==> config.mk <==
export PLATFORM = sky130hd
export DESIGN_NAME = move_scheduler
export DESIGN_NICKNAME = d
export VERILOG_FILES = /design/src/rtl/move_scheduler.sv
export SDC_FILE = /design/constraint.sdc
export NUM_CORES = 1
export LEC_CHECK = 0
export ABC_AREA = 1
export BUFFER_PORTS_ARGS = -buffer_cell sky130_fd_sc_hd__clkbuf_2
export CELL_PAD_IN_SITES_DETAIL_PLACEMENT = 1
export CELL_PAD_IN_SITES_GLOBAL_PLACEMENT = 2
export CORE_MARGIN = 5
export CORE_UTILIZATION = 35
export CTS_BUF_LIST = sky130_fd_sc_hd__clkbuf_8 sky130_fd_sc_hd__clkbuf_16
export DETAILED_ROUTE_END_ITERATION = 12
export GPL_TIMING_DRIVEN = 0
export PLACE_DENSITY = 0.92
export SKIP_LAST_GASP = 1
export SYNTH_ARGS = -nofsm -noshare
export SYNTH_HDL_FRONTEND = slang
export SYNTH_SLANG_ARGS = --single-unit
==> constraint.sdc <==
create_clock -name main_clk -period 4.3 [get_ports main_clk]
set_input_delay 0.645 -clock main_clk [delete_from_list [all_inputs] [get_ports main_clk]]
set_output_delay 0.645 -clock main_clk [all_outputs]
set_load 0.01 [all_outputs]
==> src/rtl/move_scheduler.sv <==
// move_scheduler: owns the active brick and time-shares one combinational collision
// checker among spawn/drop/gravity/move/rotate requesters. Optional: WALL_KICK_EN.
`ifndef POS_LEN
`define POS_LEN 10
`endif
`ifndef DIR_LEN
`define DIR_LEN 2
`endif
`ifndef BRICK_LEN
`define BRICK_LEN 3
`endif
`ifndef BRICK_I
`define BRICK_I 3'd1
`endif
`ifndef MAKE_POS
`define MAKE_POS(x, y) {5'(x), 5'(y)}
`endif

module move_scheduler #(
  parameter int SPAWN_X  = 6,
  parameter int SPAWN_Y  = 18,
  parameter int DROP_MAX = 20
) (
  input  logic                  main_clk,
  input  logic                  rst_1plus,
  input  logic                  req_left,
  input  logic                  req_right,
  input  logic                  req_down,
  input  logic                  req_rot,
  input  logic                  req_grav,
  input  logic                  req_drop,
  input  logic                  spawn_req,
  input  logic [`BRICK_LEN-1:0] spawn_type,
  input  logic                  is_collided,
  input  logic                  lock_ack,
  output logic [`POS_LEN-1:0]   try_pos,
  output logic [`DIR_LEN-1:0]   try_dir,
  output logic [`BRICK_LEN-1:0] try_brick_type,
  output logic [`POS_LEN-1:0]   cur_pos,
  output logic [`DIR_LEN-1:0]   dir,
  output logic [`BRICK_LEN-1:0] brick_type,
  output logic                  lock_req,
  output logic                  game_over,
  output logic                  busy,
  output logic [1:0]            state_dbg
);

  localparam int XW = `POS_LEN / 2;
  localparam int SW = $clog2(DROP_MAX + 1);
  localparam logic [`POS_LEN-1:0] SPAWN_POS = `MAKE_POS(SPAWN_X, SPAWN_Y);

  // Requester bit positions; lower index wins arbitration.
  localparam int OP_SPAWN = 0;
  localparam int OP_DROP  = 1;
  localparam int OP_GRAV  = 2;
  localparam int OP_DOWN  = 3;
  localparam int OP_LEFT  = 4;
  localparam int OP_RIGHT = 5;
  localparam int OP_ROT   = 6;

  typedef enum logic [1:0] {
    S_IDLE      = 2'd0,
    S_CHECK     = 2'd1,
    S_DROP_STEP = 2'd2,
    S_LOCK      = 2'd3
  } state_t;

  state_t                state;
  logic [6:0]            pend_q;
  logic [6:0]            pend_eff;
  logic [6:0]            grant;
  logic [6:0]            op_q;
  logic [`BRICK_LEN-1:0] spawn_type_q;
  logic [SW-1:0]         step_cnt;
  logic [1:0]            kick;
  logic [XW-1:0]         cur_x;
  logic [XW-1:0]         cur_y;
  logic [XW-1:0]         x_inc;
  logic [XW-1:0]         x_dec;
  logic [XW-1:0]         y_dec;

  assign cur_x = cur_pos[`POS_LEN-1:XW];
  assign cur_y = cur_pos[XW-1:0];
  assign x_inc = cur_x + XW'(1);
  assign x_dec = cur_x - XW'(1);
  assign y_dec = cur_y - XW'(1);

  assign pend_eff  = pend_q | {req_rot, req_right, req_left, req_down, req_grav, req_drop, spawn_req};
  assign grant     = pend_eff & (~pend_eff + 7'd1);
  assign busy      = (state != S_IDLE);
  assign state_dbg = state;

  // lock_req rises on entry to LOCK and stays high until a cycle with lock_ack high;
  // that cycle completes the handshake and lock_req drops on the same edge.
  always_ff @(posedge main_clk or posedge rst_1plus) begin
    if (rst_1plus) begin
      state          <= S_IDLE;
      cur_pos        <= SPAWN_POS;
      try_pos        <= SPAWN_POS;
      dir            <= '0;
      try_dir        <= '0;
      brick_type     <= `BRICK_I;
      try_brick_type <= `BRICK_I;
      spawn_type_q   <= `BRICK_I;
      pend_q         <= '0;
      op_q           <= '0;
      step_cnt       <= '0;
      kick           <= '0;
      lock_req       <= 1'b0;
      game_over      <= 1'b0;
    end else begin
      if (spawn_req) spawn_type_q <= spawn_type;
      pend_q <= pend_eff;
      case (state)
        S_IDLE: begin
          if (!game_over && grant != 7'd0) begin
            op_q           <= grant;
            kick           <= '0;
            step_cnt       <= SW'(1);
            state          <= S_CHECK;
            pend_q         <= grant[OP_SPAWN] ? 7'd0 : (pend_eff & ~grant);
            try_pos        <= cur_pos;
            try_dir        <= dir;
            try_brick_type <= brick_type;
            if (grant[OP_SPAWN]) begin
              try_pos        <= SPAWN_POS;
              try_dir        <= '0;
              try_brick_type <= spawn_req ? spawn_type : spawn_type_q;
            end else if (grant[OP_DROP] || grant[OP_GRAV] || grant[OP_DOWN]) begin
              try_pos <= {cur_x, y_dec};
            end else if (grant[OP_LEFT]) begin
              try_pos <= {x_dec, cur_y};
            end else if (grant[OP_RIGHT]) begin
              try_pos <= {x_inc, cur_y};
            end else begin
              try_dir <= dir + 1'b1;
            end
          end
        end
        S_CHECK: begin
          // A spawn is displayed even when it collides; game_over records the clash.
          if (!is_collided || op_q[OP_SPAWN]) begin
            cur_pos    <= try_pos;
            dir        <= try_dir;
            brick_type <= try_brick_type;
          end
          if (op_q[OP_SPAWN]) begin
            if (is_collided) game_over <= 1'b1;
            state <= S_IDLE;
          end else if (!is_collided) begin
            state <= op_q[OP_DROP] ? S_DROP_STEP : S_IDLE;
          end else if (op_q[OP_GRAV] || op_q[OP_DROP]) begin
            state    <= S_LOCK;
            lock_req <= 1'b1;
          end
`ifdef WALL_KICK_EN
          else if (op_q[OP_ROT] && kick != 2'd2) begin
            kick    <= kick + 2'd1;
            try_pos <= {(kick == 2'd0) ? x_inc : x_dec, cur_y};
          end
`endif
          else begin
            state <= S_IDLE;
          end
        end
        S_DROP_STEP: begin
          if (step_cnt >= SW'(DROP_MAX)) begin
            state    <= S_LOCK;
            lock_req <= 1'b1;
          end else begin
            try_pos  <= {cur_x, y_dec};
            step_cnt <= step_cnt + SW'(1);
            state    <= S_CHECK;
          end
        end
        S_LOCK: begin
          if (lock_ack) begin
            lock_req <= 1'b0;
            pend_q   <= '0;
            state    <= S_IDLE;
          end
        end
        default: state <= S_IDLE;
      endcase
    end
  end

endmodule

==> results_tabular.tex <==
\begin{tabular}{lr}
\hline
Metric & Value \\
\hline
\multicolumn{2}{l}{\textbf{Status}} \\
Outcome & completed \\
\multicolumn{2}{l}{\textbf{Setup path}} \\
Number of cells on the worst reg-to-reg path & 6 \\
Worst R2R Start & state\_dbg[1]\$\_DFFE\_PP0P\_ \\
CP max-delay cell & dfrtp\_1 \\
Cell-by-cell trace of the critical path & inv\_1 > ha\_1 > clkbuf\_2 > inv\_1 > clkbuf\_2 \\
Data arrival time of the critical path & 1.51 ns \\
Startpoint type of the worst setup path & flop \\
Internal reg-to-reg setup slack & 2.19 ns \\
Category of the worst setup path capture point & output port \\
Slowest cell delay on critical path & 0.43 ns \\
Maximum fanout along the worst path & 8 \\
Crit path buf inv count & 4 \\
Reg-to-reg critical path endpoint & brick\_type[2]\$\_DFFE\_PP0P\_ \\
Critical path's top delay family & buffers and inverters \\
Worst setup path class & reg2out \\
Critical Path RT & 3.65 ns \\
\multicolumn{2}{l}{\textbf{Global routing}} \\
Global-route wire length before repair & 13100 µm \\
Total track usage & 0.162 \\
Via count of the first global-routing pass & 2617 \\
Global-route congestion overflow total & 0 \\
Largest net degree at the start of global routing & 32 \\
Initial antenna violation count & 0 \\
\multicolumn{2}{l}{\textbf{Layout}} \\
Footprint of the multi-input gates & 1300 µm² \\
Sequential Area & 1320 µm² \\
FILL cells & 998 \\
Antenna cell count & 0 \\
Number of nets at the end of the flow & 427 \\
Layout cells sized above 1 & 0.252 \\
Area overhead of the layout relative to synthesis & 18.1\% \\
\multicolumn{2}{l}{\textbf{CTS}} \\
\# H-tree levels & 2 \\
Clock buffers created by TritonCTS & 5 \\
Clock-pin transition on the worst setup and hold timing paths & 0.10 ns \\
Skew-Pair Late Insertion Delay & 0.31 ns \\
Count of instances resized after the clock tree is built & 0 \\
Clock sinks & 52 \\
Root cell of the clock tree & clkbuf\_8 \\
Post-CTS setup repair buffer count & 0 \\
Hold-fix buffers at CTS & 0 \\
TritonCTS clock tree & done \\
Maximum number of buffers from clock root to sink & 2 \\
\multicolumn{2}{l}{\textbf{Pwr}} \\
Standby leakage power & 1.73 nW \\
Overall power of the completed layout & 2.10 mW \\
Power density relative to cell area & 628 nW/µm² \\
Maximum resistive drop on vdd & 0.282 mV \\
\multicolumn{2}{l}{\textbf{Drt}} \\
Length of the first detailed-routing pass in iterations & 4 \\
Wire length reported by the detailed router & 7720 µm \\
Per-cell via count in the routed design & 4.85 \\
Vias post-DR & 2461 \\
Post-DR wirelength/cell & 15.2 µm \\
Remaining DRCs & 0 \\
Post-route ant nets & 0 \\
Count of routing violations after the opening detailed-route iteration & 53 \\
\multicolumn{2}{l}{\textbf{STA}} \\
Worst max-slew margin expressed relative to the limit & 0.540 \\
Hold violation count in the final report & 0 \\
Final cycle utilization of the critical path & 0.502 \\
Worst slew pin tran & 0.690 ns \\
Final Max Tran Viols & 0 \\
Total of endpoints with negative setup slack in the final report & 0 \\
Post-route minimum period & 2.16 ns \\
Setup repair after global routing missed its margin & false \\
Peak clock frequency supported by timing & 463 MHz \\
Final TNS setup & 0 ns \\
Fin Clk Skew & 0.00805 ns \\
Final critical-path setup slack & 2.14 ns \\
\multicolumn{2}{l}{\textbf{Synthesis}} \\
Synth Warn \# & 0 \\
Proportion of synthesized chip area in sequential cells & 0.463 \\
Mean post-synth cell area & 8.15 µm² \\
Synth cell types & 36 \\
Netlist area before placement & 2840 µm² \\
Flops \& latches, synth & 52 \\
Share of flip-flops with an asynchronous set or reset & 1.00 \\
Gate count after technology mapping & 348 \\
Synthesized Nets & 371 \\
Number of enable flip-flop cells after synthesis & 0 \\
Most common flop cell mapped by yosys & dfrtp\_1 \\
\multicolumn{2}{l}{\textbf{Flow run}} \\
Number of max-cap violations & 0 \\
\multicolumn{2}{l}{\textbf{Placed design}} \\
Last weighted congestion value of the routability-driven placer & 0.841 \\
Buffers on Ports & 48 \\
HPWL after DPL & 5870 µm \\
Setup WS pre-CTS & 2.04 ns \\
\multicolumn{2}{l}{\textbf{Die}} \\
Die ar. & 10000 µm² \\
Chip Width & 100 µm \\
Core footprint & 7810 µm² \\
Number of primary I/O pins & 49 \\
Row cnt & 32 \\
Die span in y & 100 µm \\
Starting density of the core & 0.363 \\
\multicolumn{2}{l}{\textbf{Min path}} \\
Worst min path class & in2async \\
\hline
\end{tabular}
## cells in the final DEF, fill, tap and decap left out, types with 3 or more instances in the layout
master / instances
a21oi_1: 14
inv_1: 45
ha_1: 9
nand4_1: 5
nor2_1: 42
clkbuf_8: 7
o21ai_0: 24
dfstp_2: 11
nand2_2: 3
o21ai_2: 6
o31ai_1: 4
clkbuf_2: 49
mux2_2: 5
nand2_1: 76
dfrtp_1: 41
xor2_1: 4
nand3_1: 29
nand2_4: 5
## where the power goes
part | total [mW] | switching (mW) | internal, mW | leakage [nW]
combinational | 0.925 | 0.604 | 0.321 | 1.04
sequential | 0.804 | 0.132 | 0.672 | 0.626
clock | 0.375 | 0.169 | 0.206 | 0.0645
total | 2.10 | 0.906 | 1.20 | 1.73
## state kept, by name (all words and copies together) (netlist names)
signal,flops
try_pos,10
spawn_type_q,3
step_cnt,5
lock_req,1
pend_q,7
game_over,1
op_q,3
cur_pos,10
state_dbg,2
try_dir,2
try_brick_type,3
brick_type,3
dir,2
## layout make-up
class / instances / share of cell area
buffer: 7 / 0.0123
clock inverter: 1 / 0.00896
sequential: 52 / 0.392
multi-input combinational: 241 / 0.387
clock buffer: 7 / 0.0287
tap: 102 / 0.0381
inverter: 48 / 0.0545
timing repair buffer: 49 / 0.0776
## cell families (layout without fill, tap and decap cells)
| family | Yosys count | in the layout | share of synthesized area |
|---|---|---|---|
| AOI/OAI and AO/OA | 52 | 52 | 0.106 |
| xor gates and xnor gates | 5 | 5 | 0.0154 |
| adders and majority gates | 9 | 9 | 0.0397 |
| buffers and inverters | 55 | 112 | 0.0789 |
| DFF | 52 | 52 | 0.463 |
| muxes | 5 | 5 | 0.0198 |
| and+or+nand+nor | 170 | 170 | 0.276 |
## Yosys cell counts (all sizes together) (5+ instances only)
cell type  count  area share
nand3         30       0.055
ha             9       0.040
nand4          5       0.011
inv           48       0.064
dfstp         11        0.10
a21oi         14       0.025
nor2          46       0.073
mux2           5       0.020
o21ai         30       0.061
dfrtp         41        0.36
nand2         84        0.13
## how the worst max path moves through the flow
stage / start / endpoint / depth (start not counted)
final: state_dbg[0]$_DFFE_PP0P_ / busy / 5
after global placement: rst_1plus / pend_q[4]$_DFF_PP0_ / 2
after floorplan: rst_1plus / brick_type[1]$_DFFE_PP0P_ / 1
after detailed placement: is_collided / cur_pos[0]$_DFFE_PP0P_ / 6
after CTS: state_dbg[0]$_DFFE_PP0P_ / busy / 5
after global routing: state_dbg[0]$_DFFE_PP0P_ / busy / 5
## metrics by stage
| step | instance area, µm² | hold slack (ns) | cells | utilization |
|---|---|---|---|---|
| 3_5_place_dp | 3230 | 0.466 | 499 | 0.413 |
| 6_report | 3350 | 0.335 | 507 | 0.429 |
| 5_1_grt | 3350 | 0.373 | 507 | 0.429 |
| 4_1_cts | 3350 | 0.347 | 507 | 0.429 |
| 2_1_floorplan | 2840 | 0.453 | 348 | - |
| 3_3_place_gp | 3210 | 0.467 | 498 | 0.411 |
## routing by layer
metal | global-route usage | vias up | share of wire
li1 | - | 1224 | -
met1 | 0.233 | 1188 | 0.49
met2 | 0.260 | 41 | 0.47
met3 | 0.0181 | 8 | 0.029
met4 | 0.0435 | 0 | 0.011
met5 | 0 | - | 0
## worst register-to-register path, cell delays in order, from the launching register on
cell and delay (ns):
dfrtp_1 0.46, inv_1 0.09, ha_1 0.24, o21ai_0 0.14, clkbuf_1 0.57, buf_2 0.38
o21ai_0 0.12
(Power assumes the default switching activity.)
